--- src/rtl/amo_rmw_ctrl.sv ---
`default_nettype none
// ============================================================================
// Module   : amo_rmw_ctrl (with helper amo_rmw_amoalu)
// Brief    : One-at-a-time AMO read-modify-write sequencer with embedded AMOALU
// Revision : 1.0 - initial release
// ============================================================================

module amo_rmw_amoalu (
    input  logic [3:0]  io_mask,
    input  logic [4:0]  io_cmd,
    input  logic [31:0] io_lhs,
    input  logic [31:0] io_rhs,
    output logic [31:0] io_out
);

    localparam logic [4:0] c_CMD_SWAP = 5'h04;
    localparam logic [4:0] c_CMD_ADD  = 5'h08;
    localparam logic [4:0] c_CMD_XOR  = 5'h09;
    localparam logic [4:0] c_CMD_OR   = 5'h0a;
    localparam logic [4:0] c_CMD_AND  = 5'h0b;
    localparam logic [4:0] c_CMD_MIN  = 5'h0c;
    localparam logic [4:0] c_CMD_MAX  = 5'h0d;
    localparam logic [4:0] c_CMD_MINU = 5'h0e;
    localparam logic [4:0] c_CMD_MAXU = 5'h0f;

    logic        w_slt;
    logic        w_ult;
    logic [31:0] w_result;
    logic [31:0] w_bytemask;

    assign w_slt = $signed(io_lhs) < $signed(io_rhs);
    assign w_ult = io_lhs < io_rhs;

    always_comb begin
        w_result = io_lhs;
        case (io_cmd)
            c_CMD_SWAP: w_result = io_rhs;
            c_CMD_ADD:  w_result = io_lhs + io_rhs;
            c_CMD_XOR:  w_result = io_lhs ^ io_rhs;
            c_CMD_OR:   w_result = io_lhs | io_rhs;
            c_CMD_AND:  w_result = io_lhs & io_rhs;
            c_CMD_MIN:  w_result = w_slt ? io_lhs : io_rhs;
            c_CMD_MAX:  w_result = w_slt ? io_rhs : io_lhs;
            c_CMD_MINU: w_result = w_ult ? io_lhs : io_rhs;
            c_CMD_MAXU: w_result = w_ult ? io_rhs : io_lhs;
            default:    w_result = io_lhs;
        endcase
    end

    // Unselected bytes keep the old memory contents.
    assign w_bytemask = {{8{io_mask[3]}}, {8{io_mask[2]}}, {8{io_mask[1]}}, {8{io_mask[0]}}};
    assign io_out     = (w_result & w_bytemask) | (io_lhs & ~w_bytemask);

endmodule

module amo_rmw_ctrl #(
    parameter int unsigned ADDR_W  = 32,
    parameter int unsigned TIMEOUT = 255
) (
    input  logic              clock,
    input  logic              reset,
    input  logic              io_req_valid,
    output logic              io_req_ready,
    input  logic [4:0]        io_req_cmd,
    input  logic [ADDR_W-1:0] io_req_addr,
    input  logic [31:0]       io_req_data,
    input  logic [3:0]        io_req_mask,
    output logic              io_mem_req_valid,
    input  logic              io_mem_req_ready,
    output logic              io_mem_req_wen,
    output logic [ADDR_W-1:0] io_mem_req_addr,
    output logic [31:0]       io_mem_req_wdata,
    output logic [3:0]        io_mem_req_wmask,
    input  logic              io_mem_resp_valid,
    input  logic [31:0]       io_mem_resp_data,
    output logic              io_resp_valid,
    input  logic              io_resp_ready,
    output logic [31:0]       io_resp_data,
    output logic              io_resp_err,
    output logic              io_busy
);

    localparam logic [2:0] c_IDLE    = 3'd0;
    localparam logic [2:0] c_RD_REQ  = 3'd1;
    localparam logic [2:0] c_RD_WAIT = 3'd2;
    localparam logic [2:0] c_EXEC    = 3'd3;
    localparam logic [2:0] c_WR_REQ  = 3'd4;
    localparam logic [2:0] c_RESP    = 3'd5;

    localparam logic [4:0] c_CMD_SWAP = 5'h04;
    localparam logic [7:0] c_TIMEOUT  = 8'(TIMEOUT);

    logic [2:0]        r_state;
    logic [2:0]        w_state_nxt;
    logic [4:0]        r_cmd;
    logic [ADDR_W-1:0] r_addr;
    logic [31:0]       r_data;
    logic [3:0]        r_mask;
    logic [31:0]       r_old;
    logic [31:0]       r_new;
    logic              r_err;
    logic [7:0]        r_cnt;
    logic [7:0]        w_cnt_inc;
    logic              w_cmd_legal;
    logic              w_req_ok;
    logic [31:0]       w_alu_out;

    // swap is 0x4; every arithmetic/logic op lives in 0x8..0xf.
    assign w_cmd_legal = (io_req_cmd == c_CMD_SWAP) || (io_req_cmd[4:3] == 2'b01);
    assign w_req_ok    = w_cmd_legal && (io_req_addr[1:0] == 2'b00);
    assign w_cnt_inc   = r_cnt + 8'd1;

    amo_rmw_amoalu u_amoalu (
        .io_mask (r_mask),
        .io_cmd  (r_cmd),
        .io_lhs  (r_old),
        .io_rhs  (r_data),
        .io_out  (w_alu_out)
    );

    always_ff @(posedge clock or negedge reset) begin
        if (!reset) begin
            r_state <= c_IDLE;
        end else begin
            r_state <= w_state_nxt;
        end
    end

    always_comb begin
        w_state_nxt = r_state;
        case (r_state)
            c_IDLE: begin
                if (io_req_valid) begin
                    w_state_nxt = w_req_ok ? c_RD_REQ : c_RESP;
                end
            end
            c_RD_REQ: begin
                if (io_mem_req_ready) begin
                    w_state_nxt = c_RD_WAIT;
                end
            end
            c_RD_WAIT: begin
                // A response arriving on the final wait cycle beats the timeout.
                if (io_mem_resp_valid) begin
                    w_state_nxt = c_EXEC;
                end else if (w_cnt_inc == c_TIMEOUT) begin
                    w_state_nxt = c_RESP;
                end
            end
            c_EXEC: begin
                w_state_nxt = c_WR_REQ;
            end
            c_WR_REQ: begin
                if (io_mem_req_ready) begin
                    w_state_nxt = c_RESP;
                end
            end
            c_RESP: begin
                if (io_resp_ready) begin
                    w_state_nxt = c_IDLE;
                end
            end
            default: begin
                w_state_nxt = c_IDLE;
            end
        endcase
    end

    always_ff @(posedge clock or negedge reset) begin
        if (!reset) begin
            r_cmd  <= '0;
            r_addr <= '0;
            r_data <= '0;
            r_mask <= '0;
            r_old  <= '0;
            r_new  <= '0;
            r_err  <= 1'b0;
            r_cnt  <= '0;
        end else begin
            case (r_state)
                c_IDLE: begin
                    if (io_req_valid) begin
                        r_cmd  <= io_req_cmd;
                        r_addr <= io_req_addr;
                        r_data <= io_req_data;
                        r_mask <= io_req_mask;
                        r_old  <= '0;
                        r_new  <= '0;
                        r_err  <= ~w_req_ok;
                    end
                end
                c_RD_REQ: begin
                    if (io_mem_req_ready) begin
                        r_cnt <= '0;
                    end
                end
                c_RD_WAIT: begin
                    if (io_mem_resp_valid) begin
                        r_old <= io_mem_resp_data;
                    end else begin
                        r_cnt <= w_cnt_inc;
                        if (w_cnt_inc == c_TIMEOUT) begin
                            r_err <= 1'b1;
                        end
                    end
                end
                c_EXEC: begin
                    r_new <= w_alu_out;
                end
                default: begin
                end
            endcase
        end
    end

    assign io_req_ready     = (r_state == c_IDLE);
    assign io_busy          = (r_state != c_IDLE);
    assign io_mem_req_valid = (r_state == c_RD_REQ) || (r_state == c_WR_REQ);
    assign io_mem_req_wen   = (r_state == c_WR_REQ);
    assign io_mem_req_addr  = r_addr;
    assign io_mem_req_wdata = r_new;
    assign io_mem_req_wmask = r_mask;
    assign io_resp_valid    = (r_state == c_RESP);
    assign io_resp_err      = (r_state == c_RESP) && r_err;
    assign io_resp_data     = r_err ? 32'h0 : r_old;

endmodule

`default_nettype wire

--- config.mk ---
export PLATFORM = sky130hd
export DESIGN_NAME = amo_rmw_ctrl
export DESIGN_NICKNAME = d
export VERILOG_FILES = /design/src/rtl/amo_rmw_ctrl.sv
export SDC_FILE = /design/constraint.sdc
export NUM_CORES = 1
export LEC_CHECK = 0
export ABC_AREA = 1
export ABC_CLOCK_PERIOD_IN_PS = 2400
export BUFFER_PORTS_ARGS = -buffer_cell sky130_fd_sc_hd__buf_2
export CAP_MARGIN = 20
export CELL_PAD_IN_SITES_DETAIL_PLACEMENT = 1
export CELL_PAD_IN_SITES_GLOBAL_PLACEMENT = 1
export CORE_MARGIN = 5
export CORE_UTILIZATION = 25
export DETAILED_ROUTE_END_ITERATION = 10
export GPL_TIMING_DRIVEN = 0
export HOLD_SLACK_MARGIN = 0.03
export MAX_ROUTING_LAYER = met4
export PLACE_DENSITY_LB_ADDON = 0.1
export SETUP_SLACK_MARGIN = 0.15
export SYNTH_ARGS = -nofsm -noshare
export SYNTH_HDL_FRONTEND = slang
export SYNTH_SLANG_ARGS = --single-unit
--- constraint.sdc ---
create_clock -name clock -period 2.4 [get_ports clock]
set_clock_uncertainty 0.1 [all_clocks]
set_input_delay 0.12 -clock clock [delete_from_list [all_inputs] [get_ports clock]]
set_output_delay 0.12 -clock clock [all_outputs]
set_load 0.03 [all_outputs]
=== After elaboration in Yosys (flattened, before gate mapping) ===
Index checks and enable logic that the tools add are counted.

* Logic and storage cells: 87
* Output and inout bits: 106
* Input bits: 111
* Flip-flop bits (word level): 149

* Equality and inequality tests: 25
* Reduce and logical (&&, ||, !) cells: 16
* Order comparisons: 2
* Add/sub/neg operators: 2
* Bitwise operators: 8
* Multiplexer cells: 25

{| class="wikitable"
|+ Operators by type and width
! kind !! number
|-
| $pmux 32 s9 || 1
|-
| $mux 32 || 7
|-
| $pmux 32 s2 || 2
|-
| $and 32x32->32 || 3
|-
| $lt 32x32->1 || 2
|-
| $or 32x32->32 || 2
|-
| $eq 5x4->1 const B || 8
|-
| $add 32x32->32 || 1
|-
| $not 32->32 || 1
|-
| $xor 32x32->32 || 1
|-
| $mux 3 || 7
|-
| $pmux 3 s6 || 1
|-
| $mux 8 || 2
|-
| $pmux 8 s2 || 1
|-
| $ne 2x2->1 const B || 6
|-
| $eq 5x3->1 const B || 2
|-
| $add 8x1->8 const B || 1
|-
| $eq 8x8->1 const B || 1
|-
| $eq 3x2->1 const B || 2
|-
| $eq 3x3->1 const B || 2
|-
| $reduce_and 3->1 || 2
|-
| $reduce_bool 2->1 || 3
|-
| $reduce_and 5->1 || 1
|-
| $reduce_and 2->1 || 2
|-
| other kinds (13) || 17
|}

=== Longest topological paths before layout ===
* Word-level depth: 6
* Gate-level depth with buffers: 23
* Gate-level depth less buffers: 23

=== Modules after synthesis ===
From an unflattened synthesis, not the netlist that was laid out.

* Cells, all modules: 1832
* Area total of the unflattened synthesis: 12578.3 µm²

{| class="wikitable"
|+ Modules (own cells, without submodules)
! module !! times used !! cells an instance !! area each (µm²)
|-
| amo_rmw_amoalu || 1 || 1234 || 6302.3
|-
| amo_rmw_ctrl || 1 || 598 || 6276.0
|}

=== Worst setup path before layout ===
No wires, ideal clock.

* Kind: flip-flop to flip-flop
* Start: register r_old[29]
* End: register r_new[20], in the netlist io_mem_req_wdata[20]
* Slack: -0.179 ns
* Cell stages (with the launch flop): 18
* Path buffers: 2
* Arrival time: 2.362 ns
* Required time: 2.183 ns
* Setup time: 0.117 ns
* Cell sequence: dfrtp_1 -> inv_1 -> ha_1 -> inv_1 -> nand3_1 -> nor2_2 -> and3_1 -> nand2_2 -> buf_6 -> nand3_2 -> nand2_2 -> buf_6 -> nand2_4 -> nand4_1 -> o21ai_1 -> nand2_1 -> nand2_1 -> nand2_1

* Longest elaborated chain between the ends: 6

{| class="wikitable"
|+ RTL lines
! what !! RTL line !! source
|-
| from (decl) || 99 || <nowiki>logic [31:0] r_old;</nowiki>
|-
| from (signal assigned) || 199 || <nowiki>r_old <= io_mem_resp_data;</nowiki>
|-
| $lt 32x32->1, on equally long branches || 32, 31 ||
|-
| $mux 32, on equally long branches || - ||
|-
| $pmux 32 s9 * || 36 || <nowiki>case (io_cmd)</nowiki>
|-
| $and 32x32->32 * || 52 || <nowiki>assign io_out = (w_result & w_bytemask) | (io_lhs & ~w_bytemask);</nowiki>
|-
| $or 32x32->32 * || 52 ||
|-
| $pmux 32 s2 * || 180 || <nowiki>case (r_state)</nowiki>
|-
| to (signal assigned) || 208 || <nowiki>r_new <= w_alu_out;</nowiki>
|-
| to (decl) || 100 || <nowiki>logic [31:0] r_new;</nowiki>
|}

Every way passes the cells marked *; elsewhere a longest branch is shown, timed or not.
A chain may end at the register's enable or synchronous reset.

=== Final worst setup path ===
* Start: register r_data[19]
* End: register r_new[28], in the netlist io_mem_req_wdata[28]

* Longest elaborated chain between the ends: 6

{| class="wikitable"
|+ RTL lines
! what !! RTL line !! source
|-
| from (decl) || 97 || <nowiki>logic [31:0] r_data;</nowiki>
|-
| from (signal assigned) || 185 || <nowiki>r_data <= io_req_data;</nowiki>
|-
| $lt 32x32->1, on equally long branches || 32, 31 ||
|-
| $mux 32, on equally long branches || - ||
|-
| $pmux 32 s9 * || 36 ||
|-
| $and 32x32->32 * || 52 ||
|-
| $or 32x32->32 * || 52 ||
|-
| $pmux 32 s2 * || 180 ||
|}

Marks and branches as above.

==> metrics.txt <==
status=finished with violations; failing checks=setup timing; RSZ-0062 raised after global routing=yes; Post-Synth Simple-Gate Area=33.50%; adder-cell share of the synthesized area=10.58%; nets=2501; RR Startpoint=r_data[19]; Die Ht=227.0 um; top-count cell post-synth=nand2_1; initial antenna violation count=0; Iter 0 DRT Violations=614; Worst setup startpoint=r_data[19]; Psw=13.42 mW; period utilisation layout=120.1%; Max Cap Viol=0; Top FF cell, synth=dfrtp_1; Yosys Warn Count=0; DP HPWL=45.89 mm; WP data arrival=3.23 ns; Sw Ratio=53.18%; largest cells by area after synthesis=dfrtp_1 (32%), nand2_1 (18%), ha_1 (10%); Worst Hold Depth=5; FF+latch count, synth=149; Post-Syn Nets=1980; hold_sp=io_req_valid; Worst Max-Slew Pin Slew=1.056 ns; clk buf depth=2; drt via density=4.917; crit start category=flop; post-synth cell types=45; Async SR Flop Fraction=100.0%; area occupied by multi-input gates=8248 um^2; synth cell count leaders=nand2_1 (562), nor2_1 (178), inv_1 (175), dfrtp_1 (149), nand3_1 (140); largest net degree at the start of global routing=96; FMAX=346.9 MHz; DR WL/cell=21.69 um; Synth Area in Compound Gates=15.23%; Post-Synth XOR/XNOR Area=0.5207%; core area=46560 um^2; clock network power share=11.6%; Power Dens Cells=1369 nW/um^2; r2r setup slk=-0.48 ns; DR pass1 iterations=4; Crit Path Max Fanout=6; Internal=11.82 mW; Rows=79; share of layout cells above drive strength 1=34.11%; Synth top area share=31.67%; Worst-Skew Late Latency=0.51 ns; pre-CTS WS=-1.350 ns; worst setup margin=-0.4827 ns; maximum vdd drop=0.6272 mV; Detail Route Antenna Nets=0; main combinational cell family by area after synthesis=simple AND/OR/NAND/NOR gates; initial core utilization=25.29%; vias in the first global route=15020; Hold EP=r_state[0]; final hold vios=0; Slew Limit Fails=0; # IOs=217; Fillers=5781; DIE AREA=51540 um^2; Final Critical Period=2.883 ns; CTS tree=built; Die Width=227.0 um; total CTS buffers=17; final setup fails=32; total number of vias=14320; DRC=0; worst hold-check path type=primary input to flop; Static Leakage=9.160 nW; largest area contributor in the netlist=dfrtp_1; part of the power in registers=17.1%; Synth Instances=1770; WL final=63.16 mm; number of synthesized flops with an enable pin=0; Rel. slew slack=29.63%; first-pass GRT wire length=93.21 mm; clock-pin slew reported for the worst setup and hold paths after clock tree synthesis=0.09 ns; Worst setup EP type=flop; reg2reg path depth=20; critical path class=flop to flop; htree depth=4; total track usage=24.84%; Layout Area Growth over Synthesis=56.63%; Sequential Area=3760 um^2; mux cell area share after synthesis=0%; grt ovf=0; Sink Count=149; Logic pwr share=71.3%; IO buf count=216; Clock Tree Root=clkbuf_16; Post-Syn Area=11780 um^2; total negative setup slack=-13.66 ns; RD Place Congestion=0.9206; fin util=39.61%; syn avg cell area=6.653 um^2; reg2reg end=io_mem_req_wdata[28]; Seq/Total Area, Yosys=31.67%; Worst Path Required=2.75 ns
## what timing repair did
action                     CTS  global route
buffers inserted           147            24
hold buffers               111             0
pin swaps                   68            71
setup endpoints to repair  179           106
gates resized for setup    300           112
hold endpoints to repair   266             0
cloned                       0             2
## layout make-up
type / instances / share of cell area, %
buffer: 69 / 2.999
sequential: 149 / 20.39
clock inverter: 15 / 0.9973
tap: 607 / 4.118
clock buffer: 17 / 2.307
timing repair buffer: 502 / 20.39
multi-input combinational: 1372 / 44.72
antenna: 1 / 0.01357
inverter: 180 / 4.071
## sequential cells by signal, summed over array words and instances (netlist names)
signal,flops
r_err,1
r_cmd,5
r_cnt,8
r_old,32
io_mem_req_wmask,4
io_mem_req_addr,32
r_data,32
io_mem_req_wdata,32
r_state,3
## power by group through the flow
stage / registers (mW) / clock network (mW) / logic (mW)
6_report: 4.33 / 2.93 / 18.0
5_1_grt: 4.47 / 3.10 / 19.3
4_1_cts: 4.30 / 3.03 / 16.9
3_5_place_dp: 4.56 / 0 / 13.0
3_3_place_gp: 4.52 / 0 / 12.8
2_1_floorplan: 5.30 / 0 / 7.46
## how the worst max path moves through the flow
stage / to / slack, ns / cells after the start
final: io_mem_req_wdata[28] / -0.48 / 20
after global routing: io_mem_req_wdata[22] / -0.60 / 21
after floorplan: io_mem_req_wdata[20] / -0.03 / 18
after detailed placement: io_mem_req_wdata[6] / -1.35 / 12
after CTS: io_mem_req_wdata[14] / -0.38 / 21
after global placement: io_mem_req_addr[12] / -1.61 / 1
## cells in the final DEF, fill, tap and decap left out, types with 17 or more instances in the layout
master         count
a21oi_1           79
a221oi_1          17
buf_12            20
buf_2            221
buf_4            154
clkbuf_16         19
clkbuf_2          26
dfrtp_1          124
dfrtp_2           25
dlygate4sd3_1    111
ha_1              64
ha_4              31
inv_1             96
inv_2             57
inv_4             20
nand2_1          512
nand2_2           37
nand3_1          115
nand3_2           22
nor2_1           156
o21ai_0          119
o21ai_1           24
o22ai_1           26
## per-layer routing
| metal | vias to the layer above | GRT usage [%] | part of all wire (%) |
|---|---|---|---|
| met4 | 0 | 7.755 | 2.9 |
| met2 | 336 | 40.76 | 48 |
| li1 | 6829 | - | - |
| met5 | - | - | 0 |
| met1 | 7073 | 31.45 | 45 |
| met3 | 80 | 4.230 | 4.1 |
## kinds of logic after synthesis
| kind of cell | after synthesis |
|---|---|
| simple gates | 944 |
| compound gates | 322 |
| buf+inv | 249 |
| flops | 149 |
| fa+ha+maj | 99 |
| xor+xnor | 7 |
## stage by stage
step / instances / instance area, um^2 / power [mW] / hold WS (ns)
finish: 2912 / 18440 / 25.24 / 0.1618
detailed placement: 2595 / 13980 / 17.54 / -0.02453
floorplan: 1770 / 12090 / 12.76 / -0.2756
global placement: 2593 / 13930 / 17.31 / 0.2210
CTS: 2885 / 17810 / 24.22 / 0.1270
global route: 2911 / 18440 / 26.87 / 0.1945
## critical path, cell delays in order (launching register included)
cell and delay (ns):
dfrtp_1 0.38, inv_2 0.07, ha_4 0.26, buf_6 0.12, inv_4 0.03, a21oi_2 0.11, nand2_1 0.09, nand2_1 0.08
nand2_2 0.11, a21oi_4 0.27, nand2_8 0.14, nor2_4 0.23, clkinvlp_4 0.19, nand2_4 0.13, buf_12 0.12, a21oi_2 0.04
nand3_1 0.09, nand2_1 0.06, nand2_2 0.08, nand2_2 0.05, nand2_1 0.09
Power figures use the tool's default switching activity.
